<file path="config.mk">
export PLATFORM = sky130hd
export DESIGN_NAME = stopwatch_controller
export DESIGN_NICKNAME = d
export VERILOG_FILES = /design/src/rtl/stopwatch_controller.sv
export SDC_FILE = /design/constraint.sdc
export NUM_CORES = 1
export LEC_CHECK = 0
export BUFFER_PORTS_ARGS = -buffer_cell sky130_fd_sc_hd__buf_2
export CORE_MARGIN = 3
export CORE_UTILIZATION = 50
export DETAILED_ROUTE_END_ITERATION = 10
export GPL_TIMING_DRIVEN = 0
export MAX_ROUTING_LAYER = met4
export PLACE_DENSITY = 0.66
export SLEW_MARGIN = 20
export SYNTH_ARGS = -nofsm -noshare
export SYNTH_HDL_FRONTEND = slang
export SYNTH_SLANG_ARGS = --single-unit
</file>
<file path="constraint.sdc">
create_clock -name clk_i -period 4.22 [get_ports clk_i]
set_input_delay 0.211 -clock clk_i [delete_from_list [all_inputs] [get_ports clk_i]]
set_output_delay 0.211 -clock clk_i [all_outputs]
set_load 0.1 [all_outputs]
</file>
<file path="src/rtl/stopwatch_controller.sv">
// Multi-channel stopwatch controller: synchronises and debounces active-low buttons,
// then runs one STOPPED/RUNNING/LAP state machine per channel with registered outputs.
module stopwatch_controller #(
    parameter int N_CH            = 2,
    parameter int DEBOUNCE_CYCLES = 4,
    parameter bit CLR_WHILE_RUN   = 1'b0
) (
    input  logic                clk_i,
    input  logic                rst_i,
    input  logic [N_CH-1:0]     start_stop_button_i,
    input  logic [N_CH-1:0]     clear_button_i,
    input  logic [N_CH-1:0]     lap_button_i,
    output logic [N_CH-1:0]     en_o,
    output logic [N_CH-1:0]     clr_o,
    output logic [N_CH-1:0]     freeze_o,
    output logic [2*N_CH-1:0]   state_o
);

    localparam int NB = 3 * N_CH;
    localparam int CW = $clog2(DEBOUNCE_CYCLES + 1);
    localparam logic [CW-1:0] CNT_LAST = CW'(DEBOUNCE_CYCLES - 1);

    typedef enum logic [1:0] {
        ST_STOPPED = 2'b00,
        ST_RUNNING = 2'b01,
        ST_LAP     = 2'b10,
        ST_ILLEGAL = 2'b11
    } state_t;

    logic [NB-1:0]   raw_s;
    logic [NB-1:0]   sync1_r;
    logic [NB-1:0]   sync2_r;
    logic [NB-1:0]   deb_r;
    logic [NB-1:0]   deb_d_r;
    logic [NB-1:0]   ev_r;
    logic [CW-1:0]   cnt_r [NB];
    logic [N_CH-1:0] ss_ev_s;
    logic [N_CH-1:0] clr_ev_s;
    logic [N_CH-1:0] lap_ev_s;
    state_t          state_r [N_CH];

    // Bit layout: start/stop buttons low, clear buttons middle, lap buttons high.
    assign raw_s    = {lap_button_i, clear_button_i, start_stop_button_i};
    assign ss_ev_s  = ev_r[N_CH-1:0];
    assign clr_ev_s = ev_r[2*N_CH-1:N_CH];
    assign lap_ev_s = ev_r[3*N_CH-1:2*N_CH];

    // Synchroniser, debouncer and registered press-edge detector for every button.
    always_ff @(posedge clk_i) begin
        if (rst_i) begin
            sync1_r <= '1;
            sync2_r <= '1;
            deb_r   <= '1;
            deb_d_r <= '1;
            ev_r    <= '0;
            for (int b = 0; b < NB; b++) begin
                cnt_r[b] <= '0;
            end
        end else begin
            sync1_r <= raw_s;
            sync2_r <= sync1_r;
            deb_d_r <= deb_r;
            ev_r    <= deb_d_r & ~deb_r;
            for (int b = 0; b < NB; b++) begin
                if (sync2_r[b] == deb_r[b]) begin
                    cnt_r[b] <= '0;
                end else if (cnt_r[b] == CNT_LAST) begin
                    deb_r[b] <= sync2_r[b];
                    cnt_r[b] <= '0;
                end else begin
                    cnt_r[b] <= cnt_r[b] + CW'(1);
                end
            end
        end
    end

    // Per-channel state machines; priority is clear, then start/stop, then lap.
    always_ff @(posedge clk_i) begin
        if (rst_i) begin
            en_o     <= '0;
            clr_o    <= '0;
            freeze_o <= '0;
            for (int c = 0; c < N_CH; c++) begin
                state_r[c] <= ST_STOPPED;
            end
        end else begin
            for (int c = 0; c < N_CH; c++) begin
                clr_o[c] <= 1'b0;
                case (state_r[c])
                    ST_STOPPED: begin
                        if (clr_ev_s[c]) begin
                            clr_o[c] <= 1'b1;
                        end else if (ss_ev_s[c]) begin
                            state_r[c]  <= ST_RUNNING;
                            en_o[c]     <= 1'b1;
                            freeze_o[c] <= 1'b0;
                        end
                    end
                    ST_RUNNING, ST_LAP: begin
                        if (clr_ev_s[c] && CLR_WHILE_RUN) begin
                            clr_o[c]    <= 1'b1;
                            state_r[c]  <= ST_STOPPED;
                            en_o[c]     <= 1'b0;
                            freeze_o[c] <= 1'b0;
                        end else if (ss_ev_s[c]) begin
                            state_r[c]  <= ST_STOPPED;
                            en_o[c]     <= 1'b0;
                            freeze_o[c] <= 1'b0;
                        end else if (lap_ev_s[c]) begin
                            if (state_r[c] == ST_RUNNING) begin
                                state_r[c]  <= ST_LAP;
                                en_o[c]     <= 1'b1;
                                freeze_o[c] <= 1'b1;
                            end else begin
                                state_r[c]  <= ST_RUNNING;
                                en_o[c]     <= 1'b1;
                                freeze_o[c] <= 1'b0;
                            end
                        end
                    end
                    default: begin
                        state_r[c]  <= ST_STOPPED;
                        en_o[c]     <= 1'b0;
                        freeze_o[c] <= 1'b0;
                    end
                endcase
            end
        end
    end

    for (genvar c = 0; c < N_CH; c++) begin : g_state_out
        assign state_o[2*c +: 2] = state_r[c];
    end

endmodule
</file>
Yosys cells after proc, flatten, opt, wreduce, memory -nomap -nowiden
Memory sizes are Yosys's and may differ from the RTL's.
Index checks and enable logic that the tools add are counted.
{"block": "word_totals", "register_bits": 36, "ramBits": 22, "inputBits": 8, "elab_cells": 264, "memories": 2}
{"name": "cnt_r", "words": 6, "word_bits": 3, "read_ports": 6, "rd_ports_with_merged_regs": 0, "write_ports": 6, "line_no": "36", "source": "logic [CW-1:0] cnt_r [NB];"}
{"name": "state_r", "words": 2, "word_bits": 2, "read_ports": 2, "rd_ports_with_merged_regs": 0, "write_ports": 2, "line_no": "40", "source": "state_t state_r [N_CH];"}
{"block": "op_classes", "add_sub_neg": 6, "eq_ne": 22, "n_mux": 164, "bitwise": 38, "n_reduce_logical": 16}
{"cell": "$mux 1", "count": 132}
{"cell": "$mux 3", "count": 18}
{"cell": "$or 1x1->1", "count": 28}
{"cell": "$mux 2", "count": 10}
{"cell": "$add 3x1->3 const B", "count": 6}
{"cell": "$eq 3x2->1 const B", "count": 6}
{"cell": "$reduce_and 2->1", "count": 6}
{"cell": "$ne 2x2->1 const B", "count": 4}
{"cell": "$not 1->1", "count": 8}
{"cell": "$pmux 1 s2", "count": 4}
{"cell": "$reduce_or 2->1", "count": 4}
{"cell": "$and 6x6->6", "count": 1}
{"cell": "$eq 1x1->1", "count": 6}
{"cell": "$ne 3x3->1 const B", "count": 2}
{"cell": "$not 6->6", "count": 1}
{"cell": "$reduce_and 3->1", "count": 2}
{"cell": "$reduce_or 3->1", "count": 2}
{"cell": "$eq 2x1->1 const B", "count": 2}
{"cell": "$eq 2x2->1 const B", "count": 2}
{"cell": "$logic_not 2->1", "count": 2}

Logic depth before layout (Yosys ltp)
Gate-level depths: netlist of the first run.
{"block": "depth", "ltp_word": 10, "mapped_depth": 6}

Worst setup path before layout of the first run
No wires, ideal clock.
{"block": "synth_path", "path_kind": "register -> register", "from": "memory state_r[0][1] (netlist name)", "to": "memory state_r[0][0] (netlist name), data pin", "setup_ps": 184, "arrival_time_ps": 2109, "t_required_ps": 4036, "path_slack_ps": 1927, "stages_incl_launch_ff": 6, "path_buffers": 0, "cell_sequence": "edfxtp_1 > inv_1 > ha_1 > nand2b_1 > o31a_1 > a2111oi_4"}
{"item": "start, declared", "line_no": "40"}

==> results of run 1 <==
==> Yosys cell counts, types with 2 or more instances <==
cell and count:
inv_1 29, or2_2 19, mux2i_1 9, nand2b_1 3, nor2b_1 3, edfxtp_1 22
xnor2_1 6, a21oi_1 4, a22oi_1 2, nor2_1 30, buf_2 2, ha_1 18
dfxtp_1 36, or3_1 7, nand2_1 7
==> metal layers <==
layer  wire (um)  track usage  up-vias
met4          63      0.07708        0
met3         138      0.04806        8
met5           0            -        -
met1        1647       0.1789      637
li1            -            -      775
met2        1546       0.2224       22
==> state kept, by name (all words and copies together), names as in the netlist <==
| name | count |
|---|---|
| freeze_o | 2 |
| sync2_r | 6 |
| ev_r | 6 |
| cnt_r | 18 |
| deb_d_r | 6 |
| sync1_r | 6 |
| clr_o | 2 |
| en_o | 2 |
| deb_r | 6 |
| state_r | 4 |
==> worst min-delay path by stage <==
stage	endpoint	slack (ps)	cells past startpoint
finish	sync1_r[1]	60	2
global route	sync1_r[4]	60	2
CTS	sync1_r[1]	60	2
detailed placement	sync2_r[1]	390	1
global placement	sync2_r[2]	390	1
floorplan	sync1_r[0]	310	1
==> power breakdown <==
part / switching (W) / internal (W) / total [W]
logic: 0.0000665 / 0.0000284 / 0.0000949
registers: 0.00000821 / 0.000600 / 0.000608
clock network: 0.000200 / 0.000208 / 0.000408
==> per-stage QoR <==
| stage | utilization | hold slack (ps) | worst slack, ps | power, W | std cells |
|---|---|---|---|---|---|
| 2_1_floorplan | - | 314.8 | 1927 | 0.0006955 | 232 |
| 5_1_grt | 0.6135 | 55.25 | 2384 | 0.001161 | 317 |
| 4_1_cts | 0.6135 | 55.72 | 2496 | 0.001121 | 317 |
| 3_3_place_gp | 0.5791 | 390.8 | 2521 | 0.0007137 | 301 |
| 3_5_place_dp | 0.5791 | 392.9 | 2510 | 0.0007151 | 301 |
| 6_report | 0.6135 | 62.38 | 2501 | 0.001111 | 317 |
==> cell type report <==
class / instances / share of cell area
sequential: 58 / 0.5032
multi-input combinational: 140 / 0.3387
clock buffer: 12 / 0.04923
inverter: 31 / 0.04239
timing repair buffer: 17 / 0.03099
tap: 52 / 0.02370
clock inverter: 4 / 0.006837
buffer: 3 / 0.005014
==> cells by family after synthesis <==
family,synth area share
xor gates and xnor gates,0.02211
muxes,0.03790
and+or+nand+nor,0.1632
other,0.001577
buffers and inverters,0.05473
AOI/OAI and AO/OA,0.04474
DFF,0.5811
adders and majority gates,0.09474
==> qor.yml, run 1 <==
clocking:
  numCtsBuffers: 9
  clock_latency_ps: 320
  path_clk_slew_ps: 60
  ctsResizeCount: 0
  clock_sinks: 58
  cts_tree: "yes"
  htree_levels: 3
  post_cts_buffers: 0
  clockRootBuffer: "clkbuf_8"
  clk_path_buf_depth: 2
  cts_hold_buf: 0
routing:
  detail_route.wl_per_cell_um: 10.71
  drt-total-wl_mm: 3.396
  drt-pass1-iter-count: 4
  drtAntennaViolNets: 0
  viasPerCell: 4.549
  dr.first_iter.drc_count: 35
  vias: 1442
  route.detailed.drc: 0
worst_setup_path:
  path_buf_inv: 1
  cpLargestDelayFamily: "compound AO/OA/AOI/OAI gates"
  rrSetupSlack_ps: 2500
  worstPathCellList: "inv_1 > ha_1 > nand2b_1 > o31a_1 > a2111oi_4"
  slowest_delay_ps: 400
  worst_r2r_endpoint: "state_r[0][0]"
  r2r_start: "state_r[0][0]"
  cp_max_fo: 4
  arrival_ps: 1850
  crit_path_end_kind: "flip-flop"
  endpoint: "state_r[0][0]"
  crit_slowest_cell: "edfxtp_1"
  critical_path_cell_count: 5
  startpoint_type: "flip-flop"
  required_ps: 4360
  r2r_cells: 5
  worstSetupStartpoint: "state_r[0][0]"
  critPathKind: "reg2reg"
final_layout:
  final_cell_area_um2: 2745
  n_antenna_cell: 0
  multi_input_area_um2: 929.6
  layout_commonest_cell: "dfxtp_1"
  nFillCells: 388
  register_area_um2: 1381
  area_growth_syn_to_layout_pct: 15.47
  drive_above_1_share: 0.1962
  final_nets: 286
  most-common-layout-cells: "dfxtp_1, nor2_1, inv_1, edfxtp_1"
floorplan:
  coreArea_um2: 4474
  ioPinCount: 18
  dieHeight_um: 74.96
  die_area_um2: 5618
  die_x_um: 74.96
  rows: 24
  initial_core_util: 0.5313
place:
  hpwl_mm: 2.379
  placed_area_um2: 2591
  port_buffers: 17
  gp_congestion: 0.7954
synthesis:
  yosysTopAreaCell: "dfxtp_1"
  syn_avg_cell_area_um2: 11.06
  netlist_area_um2: 2377
  async_flop_share: 0
  yosysUniqueCellTypes: 33
  yosysSeqAreaShare: 0.5811
  synth_edf_count: 22
  synth_ff_type: "dfxtp_1"
  yosysTopAreaCellShare: 0.3032
  synth_area_leaders: "dfxtp_1, edfxtp_1, ha_1, or2_2, nor2_1"
  syn-instance-count: 215
  yosysWarnings: 0
  synth.ff_latch_count: 58
power_and_ir_drop:
  p_leak_nw: 1.256
  ir_worst_vdd_uv: 251.8
  powerDensity_nw_per_um2: 404.5
timing:
  skew_ps: 5.305
  final-hold-violation-count: 0
  period_share: 0.4072
  drv_slew: 0
  setup_viol: 0
  tns_ps: 0
  max_freq_ghz: 0.5819
  rsz0062_at_grt: "false"
  layout_min_cycle_time_ps: 1719
hold_path:
  worstHoldStart: "start_stop_button_i[1]"
  hp-class: "in2reg"
grt:
  antenna_found_initial: 0
  track_usage: 0.1487
  globalRouteOverflowTotal: 0
  grt_pass1_wl_mm: 5.906
  first_global_vias: 1362
  grt_max_degree: 11
status:
  status: "finished clean"
run:
  drv_cap: 0
Note: power is estimated with default switching activity, not from simulation.
==> run 2: changes to the inputs <==
--- a/config.mk
+++ b/config.mk
@@ -5,6 +5,7 @@
 export SDC_FILE = /design/constraint.sdc
 export NUM_CORES = 1
 export LEC_CHECK = 0
+export ABC_AREA = 1
 export BUFFER_PORTS_ARGS = -buffer_cell sky130_fd_sc_hd__buf_2
 export CORE_MARGIN = 3
 export CORE_UTILIZATION = 50
==> constraint.sdc (replaced) <==
create_clock -name clk_i -period 1.6 [get_ports clk_i]
set_input_delay 0.08 -clock clk_i [delete_from_list [all_inputs] [get_ports clk_i]]
set_output_delay 0.08 -clock clk_i [all_outputs]
set_load 0.1 [all_outputs]
==> run 2 against run 1 <==
Cell area rose by 8.4%. Fmax increased by 16%. Non-clock buffer count grew 8. Utilization rose by 4.7 points. Global-route usage up 1.0 points. First-iteration DRC count is 80% higher. Synthesized cell count increased by 15%. Setup slack lost 2400 ps. Power rose to 3.1 times the previous value. Critical path depth is 4 higher. Clock skew shrank 0.99 ps.
==> qor.yml, run 2 <==
grt:
  first_global_vias: 1535  # was 1362
  antenna_found_initial: 0  # unchanged
  use_met1: 0.1823  # was 0.1789
  grtUsageMet2: 0.2359  # was 0.2224
  track_usage: 0.1589  # was 0.1487
  globalRouteOverflowTotal: 0  # unchanged
  grt_max_degree: 11  # unchanged
  grt_pass1_wl_mm: 6.320  # was 5.906 mm
  grt_use_met3: 0.06332  # was 0.04806
  busiest_layer: "met2"  # unchanged
clocking:
  cts_tree: "yes"  # unchanged
  clock_sinks: 58  # unchanged
  path_clk_slew_ps: 60  # about the same
  clock_latency_ps: 320  # about the same
  numCtsBuffers: 9  # unchanged
  clockRootBuffer: "clkbuf_8"  # unchanged
  htree_levels: 3  # unchanged
  post_cts_buffers: 0  # unchanged
  clk_path_buf_depth: 2  # unchanged
routing:
  viasPerCell: 4.656  # was 4.549
  drt-pass1-iter-count: 4  # unchanged
  drt-total-wl_mm: 3.660  # was 3.396 mm
  drtAntennaViolNets: 0  # unchanged
  detail_route.wl_per_cell_um: 10.31  # was 10.71 um
  vias: 1653  # was 1442
  dr.first_iter.drc_count: 63  # was 35
  route.detailed.drc: 0  # unchanged
synthesis:
  synth_edf_count: 22  # unchanged
  ys_top_cells_by_count: "nor2_1, dfxtp_1, inv_1"  # was dfxtp_1, nor2_1, inv_1
  synth_area_leaders: "dfxtp_1, edfxtp_1, ha_1, nor2_1, inv_1"  # was dfxtp_1, edfxtp_1, ha_1, or2_2, nor2_1
  netlist_area_um2: 2422  # was 2377 um^2
  syn-instance-count: 247  # was 215
  yosysUniqueCellTypes: 24  # was 33
  yosysTopAreaCell: "dfxtp_1"  # unchanged
  synth_ff_type: "dfxtp_1"  # unchanged
  yosysWarnings: 0  # unchanged
  synth.ff_latch_count: 58  # unchanged
  async_flop_share: 0  # unchanged
  syn_avg_cell_area_um2: 9.807  # was 11.06 um^2
  yosysSeqAreaShare: 0.5702  # was 0.5811
  yosysTopAreaCellShare: 0.2975  # was 0.3032
  synth_most_common_cell: "nor2_1"  # was dfxtp_1
final_layout:
  most-common-layout-cells: "dfxtp_1, nor2_1, nand2_1, inv_1, edfxtp_1"  # was dfxtp_1, nor2_1, inv_1, edfxtp_1
  largest_register_ffs: 18  # unchanged
  top_register: "cnt_r"  # unchanged
  area_growth_syn_to_layout_pct: 22.88  # was 15.47%
  n_antenna_cell: 0  # unchanged
  drive_above_1_share: 0.2574  # was 0.1962
  layout_commonest_cell: "dfxtp_1"  # unchanged
  final_nets: 324  # was 286
worst_setup_path:
  r2r_cells: 9  # was 5
  worstSetupStartpoint: "state_r[0][1]"  # was state_r[0][0]
  required_ps: 1680  # was 4360 ps
  rrSetupSlack_ps: 120  # was 2500 ps
  worst_r2r_endpoint: "state_r[0][1]"  # was state_r[0][0]
  cp_max_fo: 3  # was 4
  worstPathCellList: "inv_2 > ha_2 > nor2_1 > nand2_1 > nor2_2 > nor2_2 > nand3_2 > nand2_2 > nor2_1"  # was inv_1 > ha_1 > nand2b_1 > o31a_1 > a2111oi_4
  critical_path_cell_count: 9  # was 5
  cpLargestDelayFamily: "simple AND/OR/NAND/NOR gates"  # was compound AO/OA/AOI/OAI gates
  slowest_delay_ps: 430  # was 400 ps
  crit_slowest_cell: "edfxtp_1"  # unchanged
  critPathKind: "reg2reg"  # unchanged
  crit_path_end_kind: "flip-flop"  # unchanged
  r2r_start: "state_r[0][1]"  # was state_r[0][0]
  path_buf_inv: 1  # unchanged
  arrival_ps: 1550  # was 1850 ps
  endpoint: "state_r[0][1]"  # was state_r[0][0]
  startpoint_type: "flip-flop"  # unchanged
floorplan:
  die_area_um2: 5716  # was 5618 um^2
  coreArea_um2: 4504  # was 4474 um^2
  initial_core_util: 0.5378  # was 0.5313
  die_x_um: 75.61  # was 74.96 um
  ioPinCount: 18  # unchanged
  dieHeight_um: 75.61  # was 74.96 um
  rows: 24  # unchanged
timing:
  layout_min_cycle_time_ps: 1476  # was 1719 ps
  max_freq_ghz: 0.6777  # was 0.5819 GHz
  final-hold-violation-count: 0  # unchanged
  skew_ps: 4.316  # was 5.305 ps
  setup_viol: 0  # unchanged
  rsz0062_at_grt: "true"  # was false
  period_share: 0.9223  # was 0.4072
  drv_slew: 0  # unchanged
  tns_ps: 0  # unchanged
place:
  port_buffers: 17  # unchanged
  hpwl_mm: 2.623  # was 2.379 mm
  gp_congestion: 0.8118  # was 0.7954
power_and_ir_drop:
  ir_worst_vdd_uv: 647.5  # was 251.8 uV
  p_total_w: 0.003428  # was 0.001111 W
  p_leak_nw: 1.390  # was 1.256 nW
  powerDensity_nw_per_um2: 1152  # was 404.5 nW/um^2
hold_path:
  hp-class: "in2reg"  # unchanged
run:
  drv_cap: 0  # unchanged
status:
  status: "finished clean"  # unchanged
==> run 2: cell count changes after synthesis, sizes merged, moves of 5 or more <==
cell / previous run / this run
nand2: 7 / 29
nor2: 30 / 46
a21oi: 4 / 14
o21ai: 1 / 11
mux2i: 9 / 0
nand3: 1 / 9
or3: 7 / 0
xnor2: 6 / 0
o211ai: 1 / 6
or2: 19 / 14
==> run 2: kinds of logic (layout without fill, tap and decap cells) <==
group | count (synthesis) | in the layout | share of synthesized area
other | 1 | 18 | 0.001548
buffers and inverters | 38 | 77 | 0.06869
AND/OR/NAND/NOR | 101 | 101 | 0.1963
flip-flops | 58 | 58 | 0.5702
adder cells (fa/ha/maj) | 18 | 18 | 0.09298
AO/OA/AOI/OAI | 31 | 31 | 0.07025
==> run 2: layout make-up <==
type	count	area, um^2
Fill cell	365	1528
Sequential cell	58	1381
Multi-Input combinational cell	168	998.5
Clock buffer	16	220.2
Timing Repair Buffer	23	145.1
Inverter	33	123.9
Tap cell	52	65.06
Buffer	5	42.54
==> run 2: how the worst min path moves through the flow <==
stage,start,to,slack (ps),cells after the start
2_1_floorplan,clear_button_i[1],sync1_r[3],180,1
3_3_place_gp,lap_button_i[1],sync1_r[5],260,2
3_5_place_dp,lap_button_i[0],sync1_r[4],260,2
4_1_cts,rst_i,clr_o[0],110,4
5_1_grt,rst_i,clr_o[0],130,4
6_report,rst_i,clr_o[0],120,4
==> run 2: per-layer routing <==
| metal | wire [um] | share of wire |
|---|---|---|
| met2 | 1686 | 0.46 |
| met1 | 1760 | 0.48 |
| met5 | 0 | 0 |
| met3 | 122 | 0.033 |
| met4 | 90 | 0.025 |
==> run 2: per-stage QoR <==
step                hold slack, ps  area [um^2]  cells  utilization  worst slack [ps]
global route                 134.5         2977    355       0.6608            -17.61
finish                       122.2         2977    355       0.6608             124.4
floorplan                    177.1         2536    264            -            -495.5
detailed placement           260.8         2686    333       0.5964             70.18
global placement             257.3         2686    333       0.5964             101.7
CTS                          105.7         2967    355       0.6586             68.22
==> run 2: worst reg2reg max path, cell delays in order, from the launching register on <==
cell and delay, ps:
edfxtp_1 430, inv_2 110, ha_2 210, nor2_1 50, nand2_1 70, nor2_2 40
nor2_2 120, nand3_2 90, nand2_2 80, nor2_1 40
==> run 2: power by group <==
group          internal [W]  switching (W)
Clock              0.000860       0.000523
Combinational      0.000124       0.000285
Sequential          0.00160      0.0000338
==> run 2: repair_timing <==
item | CTS | global route
hold buffers | 6 | 0
endpoints found under the hold margin | 6 | 0
gates resized for setup | 0 | 3
endpoints found under the setup margin | 0 | 3
==> run 3: changes to the inputs <==
--- a/config.mk
+++ b/config.mk
@@ -12,7 +12,8 @@
 export DETAILED_ROUTE_END_ITERATION = 10
 export GPL_TIMING_DRIVEN = 0
 export MAX_ROUTING_LAYER = met4
-export PLACE_DENSITY = 0.66
+export PLACE_DENSITY = 0.68
+export RECOVER_POWER = 100
 export SLEW_MARGIN = 20
 export SYNTH_ARGS = -nofsm -noshare
 export SYNTH_HDL_FRONTEND = slang
==> run 3 against run 2 <==
Largest power group unchanged. Global-route usage increased by 0.31 points. Flip-flop and latch count stayed put. Non-clock buffer count is 1 higher. Combinational power shrank 1%. Highest routed layer unchanged.
==> qor.yml, run 3 (synthesis gave the netlist of run 2 again) <==
clocking:
  clk_path_buf_depth: 2  # unchanged
  clock_sinks: 58  # unchanged
  htree_levels: 3  # unchanged
  numCtsBuffers: 9  # unchanged
  path_clk_slew_ps: 60  # about the same
  clockRootBuffer: "clkbuf_8"  # unchanged
  cts_tree: "yes"  # unchanged
  clock_latency_ps: 330  # was 320 ps
final_layout:
  nFillCells: 377  # was 365
  final_cell_area_um2: 2934  # was 2977 um^2
  drive_above_1_share: 0.2401  # was 0.2574
  area_growth_syn_to_layout_pct: 21.13  # was 22.88%
  layout_commonest_cell: "nor2_1"  # was dfxtp_1
  largest_register_ffs: 18  # unchanged
  n_antenna_cell: 0  # unchanged
  final_nets: 325  # was 324
  most-common-layout-cells: "nor2_1, dfxtp_1, nand2_1, inv_1, edfxtp_1"  # was dfxtp_1, nor2_1, nand2_1, inv_1, edfxtp_1
  top_register: "cnt_r"  # unchanged
place:
  hpwl_mm: 2.593  # was 2.623 mm
  port_buffers: 17  # unchanged
  placed_area_um2: 2686  # unchanged
  gp_congestion: 0.8446  # was 0.8118
status:
  status: "finished clean"  # unchanged
power_and_ir_drop:
  p_leak_nw: 1.367  # was 1.390 nW
  powerDensity_nw_per_um2: 1107  # was 1152 nW/um^2
  ir_worst_vdd_uv: 615.2  # was 647.5 uV
  p_total_w: 0.003247  # was 0.003428 W
routing:
  route.detailed.drc: 0  # unchanged
  dr.first_iter.drc_count: 54  # was 63
  drtAntennaViolNets: 0  # unchanged
  drt-total-wl_mm: 3.648  # was 3.660 mm
  drt-pass1-iter-count: 4  # unchanged
  viasPerCell: 4.562  # was 4.656
  detail_route.wl_per_cell_um: 10.25  # was 10.31 um
  vias: 1624  # was 1653
timing:
  worst_pin_slew_ps: 542.4
  skew_ps: 6.053  # was 4.316 ps
  rsz0062_at_grt: "false"  # was true
  setup_viol: 0  # unchanged
  layout_min_cycle_time_ps: 1528  # was 1476 ps
  max_slew_margin: 0.6400
  period_share: 0.9551  # was 0.9223
  max_freq_ghz: 0.6544  # was 0.6777 GHz
  drv_slew: 0  # unchanged
  final-hold-violation-count: 0  # unchanged
hold_path:
  hp-class: "in2reg"  # unchanged
grt:
  track_usage: 0.1620  # was 0.1589
  first_global_vias: 1458  # was 1535
  grt_max_degree: 11  # unchanged
  antenna_found_initial: 0  # unchanged
  globalRouteOverflowTotal: 0  # unchanged
  grt_pass1_wl_mm: 6.506  # was 6.320 mm
worst_setup_path:
  critPathKind: "reg2reg"  # unchanged
  arrival_ps: 1560  # was 1550 ps
  startpoint_type: "flip-flop"  # unchanged
  cp_max_fo: 4  # was 3
  required_ps: 1630  # was 1680 ps
  crit_path_end_kind: "flip-flop"  # unchanged
floorplan:
  initial_core_util: 0.5378  # unchanged
  ioPinCount: 18  # unchanged
  rows: 24  # unchanged
  die_area_um2: 5716  # unchanged
  coreArea_um2: 4504  # unchanged
  dieHeight_um: 75.61  # unchanged
  die_x_um: 75.61  # unchanged
run:
  drv_cap: 0  # unchanged
[run 3: changes by cell type in the layout (fill, tap and decap cells not counted), sizes merged]
cell / before / now
buf: 22 / 14
clkbuf: 16 / 23
clkinv: 0 / 2
[run 3: power breakdown]
part           internal (W)  total (W)  switching (W)
Sequential          0.00160    0.00164      0.0000347
Clock              0.000685    0.00121       0.000522
Combinational      0.000122   0.000404       0.000282
Total               0.00241    0.00325       0.000839
[run 3: area by class of cell]
type	count	area, um^2	share of cell area
clock inverter	2	10.01	0.003412
inverter	33	123.9	0.04222
tap	52	65.06	0.02217
sequential	58	1381	0.4708
clock buffer	14	172.7	0.05885
timing repair buffer	24	152.6	0.05203
buffer	5	42.54	0.01450
multi-input combinational	168	985.9	0.3360
[run 3: critical path, stage by stage, from the launching register on]
cell and delay (ps):
edfxtp_1 410, inv_2 60, ha_4 280, inv_2 30, nor2_1 100, nand4_1 120, nand2_1 100, nor2_2 50
nand3_1 90
[run 3: per-stage QoR]
stage	worst slack, ps	hold slack (ps)	util	setup TNS, ps	cells
4_1_cts	84.67	102.5	0.6503	0	355
5_1_grt	3.536	144.9	0.6514	0	356
3_3_place_gp	111.1	258.3	0.5964	0	333
3_5_place_dp	93.20	258.9	0.5964	0	333
6_report	71.84	123.4	0.6514	0	356
2_1_floorplan	-495.5	177.1	-	-4469	264
[run 3: path summary, 6_finish.rpt]
| path | end | start | cells after the start | slack, ps |
|---|---|---|---|---|
| worst min register to register | sync2_r[2] | sync1_r[2] | 1 | 400 |
| worst max-delay path | state_r[1][1] | state_r[1][0] | 8 | 70 |
| worst max register to register | state_r[1][1] | state_r[1][0] | 8 | 70 |
| worst min-delay path | clr_o[0] | rst_i | 4 | 120 |
[run 3: metal layers]
layer / vias to the layer above / track usage / share of wire
met4: 0 / 0.1107 / 0.027
met3: 8 / 0.04354 / 0.034
li1: 884 / - / -
met5: - / - / 0
met2: 28 / 0.2215 / 0.45
met1: 704 / 0.2076 / 0.49
[run 3: timing repair]
action / CTS / global route
endpoints found under the setup margin: 0 / 2
setup buffers: 0 / 1
hold buffers: 6 / 0
endpoints found under the hold margin: 6 / 0
resized for setup: 0 / 1
